$ cat config.mk
export PLATFORM = sky130hd
export DESIGN_NAME = clk_div_meas
export DESIGN_NICKNAME = d
export VERILOG_FILES = /design/src/rtl/clk_div_meas.sv
export SDC_FILE = /design/constraint.sdc
export NUM_CORES = 1
export LEC_CHECK = 0
export ABC_AREA = 1
export BUFFER_PORTS_ARGS = -buffer_cell sky130_fd_sc_hd__buf_2
export CORE_MARGIN = 8
export CORE_UTILIZATION = 57
export CTS_CLUSTER_DIAMETER = 80
export DETAILED_ROUTE_END_ITERATION = 12
export GPL_TIMING_DRIVEN = 0
export PLACE_DENSITY = 0.77
export SLEW_MARGIN = 30
export SYNTH_ARGS = -nofsm -noshare
export SYNTH_HDL_FRONTEND = slang
export SYNTH_SLANG_ARGS = --single-unit
$ cat constraint.sdc
create_clock -name clk_in -period 2 [get_ports clk_in]
set_clock_uncertainty 0.1 [all_clocks]
set_input_delay 0 -clock clk_in [delete_from_list [all_inputs] [get_ports clk_in]]
set_output_delay 0 -clock clk_in [all_outputs]
set_load 0.005 [all_outputs]
$ cat src/rtl/clk_div_meas.sv
// Recovers the divisor of a toggling divided clock by timing its half-period
// in fast-clock cycles, and reports lock once the reading is stable.
module clk_div_meas #(
  parameter int CNT_W       = 8,
  parameter int LOCK_CNT    = 4,
  parameter int SYNC_STAGES = 2
) (
  input  logic             clk_in,
  input  logic             rst,
  input  logic             div_clk,
  output logic [CNT_W-1:0] div_base,
  output logic             meas_stb,
  output logic             valid,
  output logic             locked,
  output logic             timeout
);

  typedef enum logic [1:0] {
    IDLE,
    ARM,
    TRACK,
    LOCKED
  } state_t;

  localparam logic [3:0] LOCK = 4'(LOCK_CNT);

  state_t                 state;
  logic [SYNC_STAGES-1:0] sync;
  logic                   prev;
  logic [CNT_W-1:0]       cnt;
  logic [3:0]             match;

  logic       tog;
  logic       cnt_max;
  logic       same;
  logic [3:0] match_inc;

  assign tog       = sync[SYNC_STAGES-1] ^ prev;
  assign cnt_max   = &cnt;
  assign same      = (cnt == div_base);
  assign match_inc = (match == LOCK) ? match : match + 4'd1;

  always_ff @(posedge clk_in or posedge rst) begin
    if (rst) begin
      sync <= '0;
      prev <= 1'b0;
    end else begin
      sync <= {sync[SYNC_STAGES-2:0], div_clk};
      prev <= sync[SYNC_STAGES-1];
    end
  end

  always_ff @(posedge clk_in or posedge rst) begin
    if (rst) begin
      cnt <= '0;
    end else if (tog) begin
      cnt <= '0;
    end else if (!cnt_max) begin
      cnt <= cnt + 1'b1;
    end
  end

  always_ff @(posedge clk_in or posedge rst) begin
    if (rst) begin
      state    <= IDLE;
      match    <= '0;
      div_base <= '0;
      meas_stb <= 1'b0;
      valid    <= 1'b0;
      locked   <= 1'b0;
      timeout  <= 1'b0;
    end else begin
      meas_stb <= 1'b0;
      if (tog) begin
        timeout <= 1'b0;
        unique case (state)
          IDLE: begin
            state <= ARM;
          end
          ARM: begin
            div_base <= cnt;
            meas_stb <= 1'b1;
            valid    <= 1'b1;
            match    <= 4'd1;
            state    <= TRACK;
          end
          TRACK: begin
            meas_stb <= 1'b1;
            if (same) begin
              match <= match_inc;
              if (match_inc == LOCK) begin
                state  <= LOCKED;
                locked <= 1'b1;
              end
            end else begin
              div_base <= cnt;
              match    <= 4'd1;
            end
          end
          LOCKED: begin
            meas_stb <= 1'b1;
            if (!same) begin
              div_base <= cnt;
              match    <= 4'd1;
              locked   <= 1'b0;
              state    <= TRACK;
            end
          end
          default: state <= IDLE;
        endcase
      end else if (state != IDLE && cnt_max) begin
        // Lost clock: drop back to hunting, keep last reading visible
        timeout <= 1'b1;
        valid   <= 1'b0;
        locked  <= 1'b0;
        match   <= '0;
        state   <= IDLE;
      end
    end
  end

endmodule

Word-level counts from Yosys, hierarchy flattened
Cells that the tools add are included.
{ "totals": {"ff_bits": 29, "input_bits": 3, "output_inout_bits": 12} }
{ "classes": {"addsub": 2, "n_eq_ne": 14, "mux": 28, "n_bitwise": 1, "n_reduce_logical": 13} }
{ "ops": {"columns": ["operator", "count"], "rows": [
  ["$mux 8", 3],
  ["$mux 4", 5],
  ["$pmux 8 s2", 1],
  ["$pmux 4 s3", 1],
  ["$mux 1", 11],
  ["$mux 2", 5],
  ["$ne 3x3->1 const B", 3],
  ["$add 8x1->8 const B", 1],
  ["$eq 4x3->1 const B", 2],
  ["$eq 8x8->1", 1],
  ["$pmux 2 s4", 1],
  ["$reduce_and 8->1", 1],
  ["$reduce_and 3->1", 2],
  ["$reduce_bool 2->1", 3],
  ["$reduce_and 5->1", 1],
  ["$add 4x1->4 const B", 1],
  ["$eq 2x2->1 const B", 2],
  ["$ne 2x2->1 const B", 2],
  ["$ne 4x1->1 const B", 1],
  ["$reduce_and 4->1", 1],
  ["$ne 3x1->1 const B", 1],
  ["$reduce_or 3->1", 1],
  ["$eq 2x1->1 const B", 1],
  ["$logic_not 2->1", 1],
  ["other kinds (6)", 6]
]} }

Logic depth before layout (Yosys ltp)
Gate-level depths: netlist of the first run.
{ "depth": {"depth_word": 7, "mapped_depth": 11} }

Least setup slack after synthesis of the first run
No wires, ideal clock.
{ "synth_path": {"path_type": "register to register", "start": "register cnt[0]", "end": "register state[1]", "t_arrival_ns": 1.381, "t_required_ns": 1.778, "slack_ns": 0.397, "stages_incl_launch_ff": 11, "n_path_buf": 0, "synth_period_minus_slack_ns": 1.603, "path_cell_list": "dfrtp_1 -> ha_1 -> nand2_1 -> nor2_2 -> nand2_2 -> nor3_4 -> nand2_2 -> nand2_2 -> nand3_2 -> nand2_1 -> o21ai_1"} }
{ "synth_via": {"elab_chain_len": 4, "elab_cells_between_ends": 7, "classes_between": "eq/ne (3); reduce/logical (4)"} }
{ "synth_rtl": {"columns": ["element", "line_no", "rtl"], "rows": [
  ["from (decl)", "30", "logic [CNT_W-1:0] cnt;"],
  ["from (signal assigned)", "59", "cnt <= cnt + 1'b1;"],
  ["parallel branches: the longest is 3 deep, another holds $eq 8x8->1", null, null],
  ["$reduce_and 4->1 (no source line) *", null, null],
  ["to (signal assigned)", "106", "state <= TRACK;"],
  ["to (signal assigned)", "109", "default: state <= IDLE;"],
  ["to (signal assigned)", "117", "state <= IDLE;"],
  ["to (decl)", "27", "state_t state;"]
]} }
Every way passes the cells marked *.
A chain may end at the register's enable or synchronous reset.

Worst setup path in the final report of the first run
{ "layout_path": {"start": "register cnt[0]", "end": "register state[0]"} }
Same word-level chain as after synthesis.

==> out/results.ini, run 1 <==
[placement]
io_buffers=14
dpl.hpwl_mm=2.312
gp_congestion=0.9468
placed_area_um2=1647
dp.cells=240
dp_slack_ps=147.2

[synth]
synth-seq-cells=29
avgSynthCellArea_um2=7.886
yosysWarnings=0
synth_edf_count=0
ys_seq_area_share_pct=47.19
syn-instance-count=195
ys.flop_type=dfrtp_1
synthArstFlopShare_pct=100.0
synth.distinct_cells=26
syn-cell-area_um2=1538
syn-num-nets=201

[pwr]
p_per_area_nw_per_um2=968.3
leakagePower_nw=0.8943
vdd_ir_drop_max_mv=0.7333

[global_route]
grt_util_all_layers_pct=15.03
grt-ovfl-total=0
grt_pass1_vias=1313
grt_pass1_wl_mm=5.271
antenna_found_initial=0
grt_max_degree=30

[detailed_routing]
drc_errors=0
antenna_left=0
firstDrtPassIters=4
viasPerCell=5.249
avgRoutedWirePerCell_um=12.63
vias=1349
drt_wl_total_mm=3.246
drt_iter0_markers=99

[clocking]
cts_tree=yes
clk_pin_slew_ps=100
cts_buffers=5
htree_levels=2
cts.sink_count=29
cts_root_buffer=clkbuf_4
clk_latency_ps=330
cts_buffer_depth=2

[sta]
setup_viol=0
slew_headroom_pct=59.90
hold_violations=0
rsz0062_at_grt=true
tightest_slew_ps=600.6
finalMaxSlewViolations=0
whs_ps=188.8
fin_crit_sh_pct=93.95
timing.final.ws_setup_ps=120.9
fin_crit_ps=1879
max_freq_ghz=0.5322

[finish]
area_growth_pct=15.54
multi_input_area_um2=674.4
final_cell_count_no_fill=257
regArea_um2=725.7
final_area_um2=1777
antenna_cells=0
fill_cells=225
drive_gt1_share_pct=25.22
utilization_pct=66.73
layout.nets=231

[floorplan]
dieArea_um2=4616
start_util_pct=57.75
io-pin-count=15
fp.dieW_um=67.94
core_um2=2663
die_h_um=67.94
rows=19

[critical_path]
cp_cell_sequence=ha_2, nand2_1, nor2_2, nand2_2, nor3_4, nand2_2, nand2_2, nand3_2, nand2_1, o21ai_1
path_buf_inv=0
cp.arrival_ps=1990
worstPathRequired_ps=2110
worstPathMaxFanout=4
cp_top_family=simple AND/OR/NAND/NOR gates
end_kind=flip-flop
crit_path_start_kind=flip-flop
crit_slowest_cell=dfrtp_1
crit_type=reg2reg
crit_top_cell=nand2_2
cpPeakStageDelay_ps=420

[worst_hold_path]
hp-class=in2async

[flow_run]
cap_violations=0

[run_status]
status=finished, final reports clean

worst reg2reg max path, delay by kind of cell, from the launching register on:
family / cells / cell delay, ps
flops: 1 / 420
compound gates: 1 / 60
simple gates: 8 / 940
fa+ha+maj: 1 / 220
routing by layer:
layer  share of wire, %  global-route usage [%]  wire (µm)
met2                 52                   24.97       1685
met5                  0                       0          0
met4                1.7                   7.928         54
met3                5.0                   5.728        163
met1                 41                   16.30       1343
kinds of logic after synthesis:
| group | share of synthesized area (%) |
|---|---|
| adders and majority gates | 2.441 |
| and+or+nand+nor | 30.27 |
| AOI/OAI and AO/OA | 10.99 |
| buffers and inverters | 9.113 |
| DFF | 47.19 |
cell usage after synthesis, types with 2 or more instances:
cell type | n | share of area (%)
o21ai_1 | 2 | 0.65
nor2_2 | 2 | 0.81
nand2_2 | 8 | 3.3
o21ai_2 | 2 | 1.1
nor2_1 | 12 | 2.9
inv_1 | 26 | 6.3
nand3_1 | 11 | 3.6
nor3_1 | 3 | 0.98
a21oi_1 | 3 | 0.98
dfrtp_1 | 29 | 47
nand4_1 | 6 | 2.4
inv_2 | 7 | 1.7
o21ai_0 | 16 | 5.2
ha_1 | 3 | 2.4
nand2_1 | 53 | 13
a211oi_1 | 2 | 0.98
stage by stage:
stage	total power, mW	TNS (ps)
after floorplan	1.169	0
after global routing	1.854	-61.24
after detailed placement	1.317	0
after global placement	1.297	0
after CTS	1.665	0
final	1.720	0
layout make-up:
class                      count  share of cell area [%]
sequential                    29                   40.85
multi-input combinational    131                   37.96
timing repair buffer          23                   8.239
inverter                      33                   6.972
clock buffer                   6                   2.324
tap                           31                   2.183
buffer                         2                  0.9155
clock inverter                 2                  0.5634
state kept, by name, summed over array words and instances (netlist names), 2 cells and up:
name,flops
match,4
state,2
cnt,8
div_base,8
sync,2
placed cells by master, fill, tap and decap left out:
| cell type | n |
|---|---|
| a211oi_1 | 2 |
| a21oi_1 | 3 |
| a221oi_1 | 1 |
| a31oi_1 | 1 |
| buf_2 | 15 |
| buf_4 | 6 |
| buf_6 | 2 |
| clkbuf_1 | 1 |
| clkbuf_4 | 5 |
| clkinv_2 | 2 |
| dfrtp_1 | 29 |
| dlygate4sd3_1 | 2 |
| ha_1 | 2 |
| ha_2 | 1 |
| inv_1 | 24 |
| inv_2 | 9 |
| nand2_1 | 53 |
| nand2_2 | 8 |
| nand3_1 | 11 |
| nand3_2 | 1 |
| nand3b_1 | 1 |
| nand4_1 | 6 |
| nor2_1 | 12 |
| nor2_2 | 2 |
| nor2_4 | 1 |
| nor3_1 | 3 |
| nor3_4 | 1 |
| o21ai_0 | 15 |
| o21ai_1 | 3 |
| o21ai_2 | 2 |
| o21ai_4 | 1 |
| or2_2 | 1 |
final timing paths:
check	start	to	slack (ps)	depth (start not counted)
min	rst	cnt[1]$_DFFE_PP0P_	190	3
max reg2reg	cnt[0]$_DFFE_PP0P_	state[0]$_DFFE_PP0P_	120	10
max	cnt[0]$_DFFE_PP0P_	state[0]$_DFFE_PP0P_	120	10
min in group clk_in	div_clk	sync[0]$_DFF_PP0_	220	2
min reg2reg	sync[0]$_DFF_PP0_	sync[1]$_DFF_PP0_	260	0
max in group asynchronous	rst	div_base[7]$_DFFE_PP0P_	1210	3
report_power, final:
part           switching [mW]  leakage, nW  internal (mW)
Combinational           0.381        0.479          0.261
Clock                   0.199       0.0320          0.134
Sequential             0.0761        0.383          0.670
Total                   0.656        0.894           1.06
what timing repair did:
action,CTS,global route
hold endpoints to repair,30,0
setup endpoints to repair,0,7
gates resized for setup,0,6
buffers inserted,0,6
hold buffers,2,0
Power figures use the tool's default switching activity.
==> run 2, diff against run 1 <==
--- a/config.mk
+++ b/config.mk
@@ -5,11 +5,12 @@
 export SDC_FILE = /design/constraint.sdc
 export NUM_CORES = 1
 export LEC_CHECK = 0
-export ABC_AREA = 1
+export ABC_AREA = 0
 export BUFFER_PORTS_ARGS = -buffer_cell sky130_fd_sc_hd__buf_2
 export CORE_MARGIN = 8
 export CORE_UTILIZATION = 57
 export CTS_CLUSTER_DIAMETER = 80
+export CTS_CLUSTER_SIZE = 12
 export DETAILED_ROUTE_END_ITERATION = 12
 export GPL_TIMING_DRIVEN = 0
 export PLACE_DENSITY = 0.77
==> out/results.ini, run 2 <==
[synth]
synth-seq-cells=29  ; unchanged
avgSynthCellArea_um2=10.09  ; was 7.886 µm²
ys_seq_area_share_pct=48.62  ; was 47.19%
ys.flop_type=dfrtp_1  ; unchanged
yosysWarnings=0  ; unchanged
synth_edf_count=0  ; unchanged
syn-cell-area_um2=1493  ; was 1538 µm²
synth_top_area_share_pct=48.62  ; was 47.19%
synth_common_cells=29 x dfrtp_1, 14 x nor2_1, 12 x nand2_1, 9 x xor2_1  ; was 53 x nand2_1, 29 x dfrtp_1, 26 x inv_1, 16 x o21ai_0, 12 x nor2_1
syn-instance-count=148  ; was 195
syn-num-nets=154  ; was 201
synth_area_leader_cell=dfrtp_1  ; unchanged
synth.distinct_cells=37  ; was 26
synthArstFlopShare_pct=100.0  ; unchanged
synth.most_common_cell=dfrtp_1  ; was nand2_1
synthTopCellsByArea=dfrtp_1 49%, mux2_1 5.3%, xor2_1 5.3%, nor2_1 3.5%, nand2_1 3.0%  ; was dfrtp_1 47%, nand2_1 13%, inv_1 6.3%, o21ai_0 5.2%, nand3_1 3.6%

[critical_path]
cpPeakStageDelay_ps=540  ; was 420 ps
regToRegEndpoint=locked$_DFFE_PP0P_  ; was state[0]$_DFFE_PP0P_
r2r_cells=6  ; was 10
crit_slowest_cell=or4_4  ; was dfrtp_1
cp_cell_sequence=inv_1, ha_1, nor3_1, a21oi_1, or4_4, o21ai_2  ; was ha_2, nand2_1, nor2_2, nand2_2, nor3_4, nand2_2, nand2_2, nand3_2, nand2_1, o21ai_1
worstPathMaxFanout=9  ; was 4
r2r_slack_ps=10  ; was 120 ps
cp_top_family=simple AND/OR/NAND/NOR gates  ; unchanged
path_buf_inv=1  ; was 0
crit_type=reg2reg  ; unchanged
r2r-start=match[0]$_DFFE_PP0P_  ; was cnt[0]$_DFFE_PP0P_
cp.arrival_ps=2150  ; was 1990 ps
end_kind=flip-flop  ; unchanged
crit_path_start_kind=flip-flop  ; unchanged
worstPathRequired_ps=2160  ; was 2110 ps

[finish]
drive_gt1_share_pct=29.78  ; was 25.22%
antenna_cells=0  ; unchanged
mostFrequentLayoutCells=24 x dfrtp_1, 14 x nor2_1, 14 x buf_2  ; was 53 x nand2_1, 29 x dfrtp_1, 24 x inv_1
reg.largest.list=cnt: 8 flops, div_base: 8 flops, match: 4 flops  ; unchanged
area_growth_pct=21.79  ; was 15.54%
final_common_cell=dfrtp_1  ; was nand2_1
final_cell_count_no_fill=208  ; was 257
layout.nets=183  ; was 231
utilization_pct=73.38  ; was 66.73%

[clocking]
cts.sink_count=29  ; unchanged
clk_latency_ps=330  ; about the same
htree_levels=2  ; unchanged
cts_buffer_depth=2  ; unchanged
cts_tree=yes  ; unchanged
cts_buffers=5  ; unchanged
clk_pin_slew_ps=100  ; about the same
cts_root_buffer=clkbuf_4  ; unchanged

[detailed_routing]
vias=1233  ; was 1,349
firstDrtPassIters=6  ; was 4
viasPerCell=5.928  ; was 5.249
drc_errors=0  ; unchanged
avgRoutedWirePerCell_um=16.31  ; was 12.63 µm
drt_wl_total_mm=3.392  ; was 3.246 mm
drt_iter0_markers=63  ; was 99
antenna_left=0  ; unchanged

[global_route]
use_met2_pct=26.52  ; was 24.97%
antenna_found_initial=0  ; unchanged
grt_max_degree=30  ; unchanged
global_route.usage.met1_pct=17.69  ; was 16.30%
grt-ovfl-total=0  ; unchanged
grt_util_all_layers_pct=15.82  ; was 15.03%
gr-max-usage-layer=met2  ; unchanged
grt_util_met3_pct=4.967  ; was 5.728%
grt_pass1_wl_mm=5.416  ; was 5.271 mm
grt_pass1_vias=1234  ; was 1,313

[floorplan]
start_util_pct=60.25  ; was 57.75%
fp.dieW_um=67.18  ; was 67.94 µm
io-pin-count=15  ; unchanged
dieArea_um2=4512  ; was 4616 µm²
rows=18  ; was 19
core_um2=2477  ; was 2663 µm²
die_h_um=67.18  ; was 67.94 µm

[sta]
setup_viol=0  ; unchanged
max_freq_ghz=0.5029  ; was 0.5322 GHz
fin_crit_ps=1989  ; was 1879 ps
tns_ps=0  ; unchanged
tightest_slew_ps=607.5  ; was 600.6 ps
finalMaxSlewViolations=0  ; unchanged
hold_violations=0  ; unchanged
slew_headroom_pct=59.44  ; was 59.90%
fin_crit_sh_pct=99.43  ; was 93.95%
rsz0062_at_grt=true  ; unchanged

[placement]
io_buffers=14  ; unchanged
dp.cells=192  ; was 240
dpl.hpwl_mm=2.100  ; was 2.312 mm
gp_congestion=0.8136  ; was 0.9468

[pwr]
leakagePower_nw=0.9101  ; was 0.8943 nW
p_per_area_nw_per_um2=1191  ; was 968.3 nW/µm²
vdd_ir_drop_max_mv=0.9803  ; was 0.7333 mV

[worst_hold_path]
hp-class=in2async  ; unchanged

[run_status]
status=finished, final reports clean  ; unchanged

[flow_run]
cap_violations=0  ; unchanged

-- run 2: cell types whose count changed after synthesis, sizes merged, moves of 3 or more --
cell	delta
a21oi	+5
mux2	+8
o31ai	+3
inv	-29
nand4	-5
clkbuf	+4
xor2	+9
nand3	-6
nand2	-49
xnor2	+3
o21ai	-15
nor3	+4
nor2b	+3
a31oi	+3
-- run 2: worst max path at each step --
stage	slack [ps]	cells past startpoint	to	from
6_report	10	6	locked$_DFFE_PP0P_	match[0]$_DFFE_PP0P_
3_5_place_dp	-220	7	match[3]$_DFFE_PP0P_	cnt[0]$_DFFE_PP0P_
3_3_place_gp	-170	7	match[3]$_DFFE_PP0P_	cnt[0]$_DFFE_PP0P_
5_1_grt	-80	7	state[0]$_DFFE_PP0P_	cnt[0]$_DFFE_PP0P_
4_1_cts	7	6	locked$_DFFE_PP0P_	cnt[0]$_DFFE_PP0P_
2_1_floorplan	70	7	locked$_DFFE_PP0P_	match[0]$_DFFE_PP0P_
-- run 2: what timing repair did --
action / 4_1_cts / 5_1_grt
setup buffers: 7 / 1
pin swaps: 6 / 3
gates resized for setup: 6 / 13
cloned: 0 / 0
hold endpoints to repair: 30 / 0
setup endpoints to repair: 13 / 13
hold buffers: 2 / 0
-- run 2: worst reg2reg max path: stages (launching register included) --
cell     delay, ps
dfrtp_2        460
inv_1           80
ha_1           320
nor3_1         190
a21oi_1         80
or4_4          540
o21ai_2        140
-- run 2: cell families after synthesis --
group / share of synthesized area, %
AO/OA/AOI/OAI: 13.83
XOR/XNOR: 7.042
AND/OR/NAND/NOR: 17.44
flip-flops: 48.62
multiplexers: 6.706
buffers and inverters: 3.855
adder cells (fa/ha/maj): 2.515
-- run 2: area by class of cell --
type | count | area, µm²
Buffer | 5 | 41.29
Inverter | 4 | 15.01
Timing Repair Buffer | 24 | 150.1
Tap cell | 30 | 37.54
Sequential cell | 29 | 732.0
Fill cell | 189 | 659.4
Clock buffer | 7 | 55.05
Multi-Input combinational cell | 108 | 757.0
Clock inverter | 1 | 30.03
-- run 2: report_power, final --
group	total [mW]	switching [mW]	internal (mW)
Sequential	0.796	0.114	0.682
Clock	0.508	0.210	0.298
Combinational	0.862	0.442	0.420
Total	2.17	0.765	1.40
-- run 2: routing by layer --
metal,routed length (µm),up-vias
met4,86,0
met1,1426,593
met2,1669,45
li1,-,586
met5,0,-
met3,209,9
-- run 2: per-stage QoR --
stage | power (mW) | area [µm²] | hold slack [ps] | setup WS, ps
floorplan | 1.313 | 1493 | -68.57 | 74.61
global placement | 1.463 | 1600 | 10.52 | -166.3
detailed placement | 1.493 | 1600 | 3.628 | -216.7
CTS | 2.093 | 1765 | 191.2 | 6.514
global route | 2.281 | 1818 | 188.8 | -75.30
finish | 2.166 | 1818 | 176.4 | 11.48
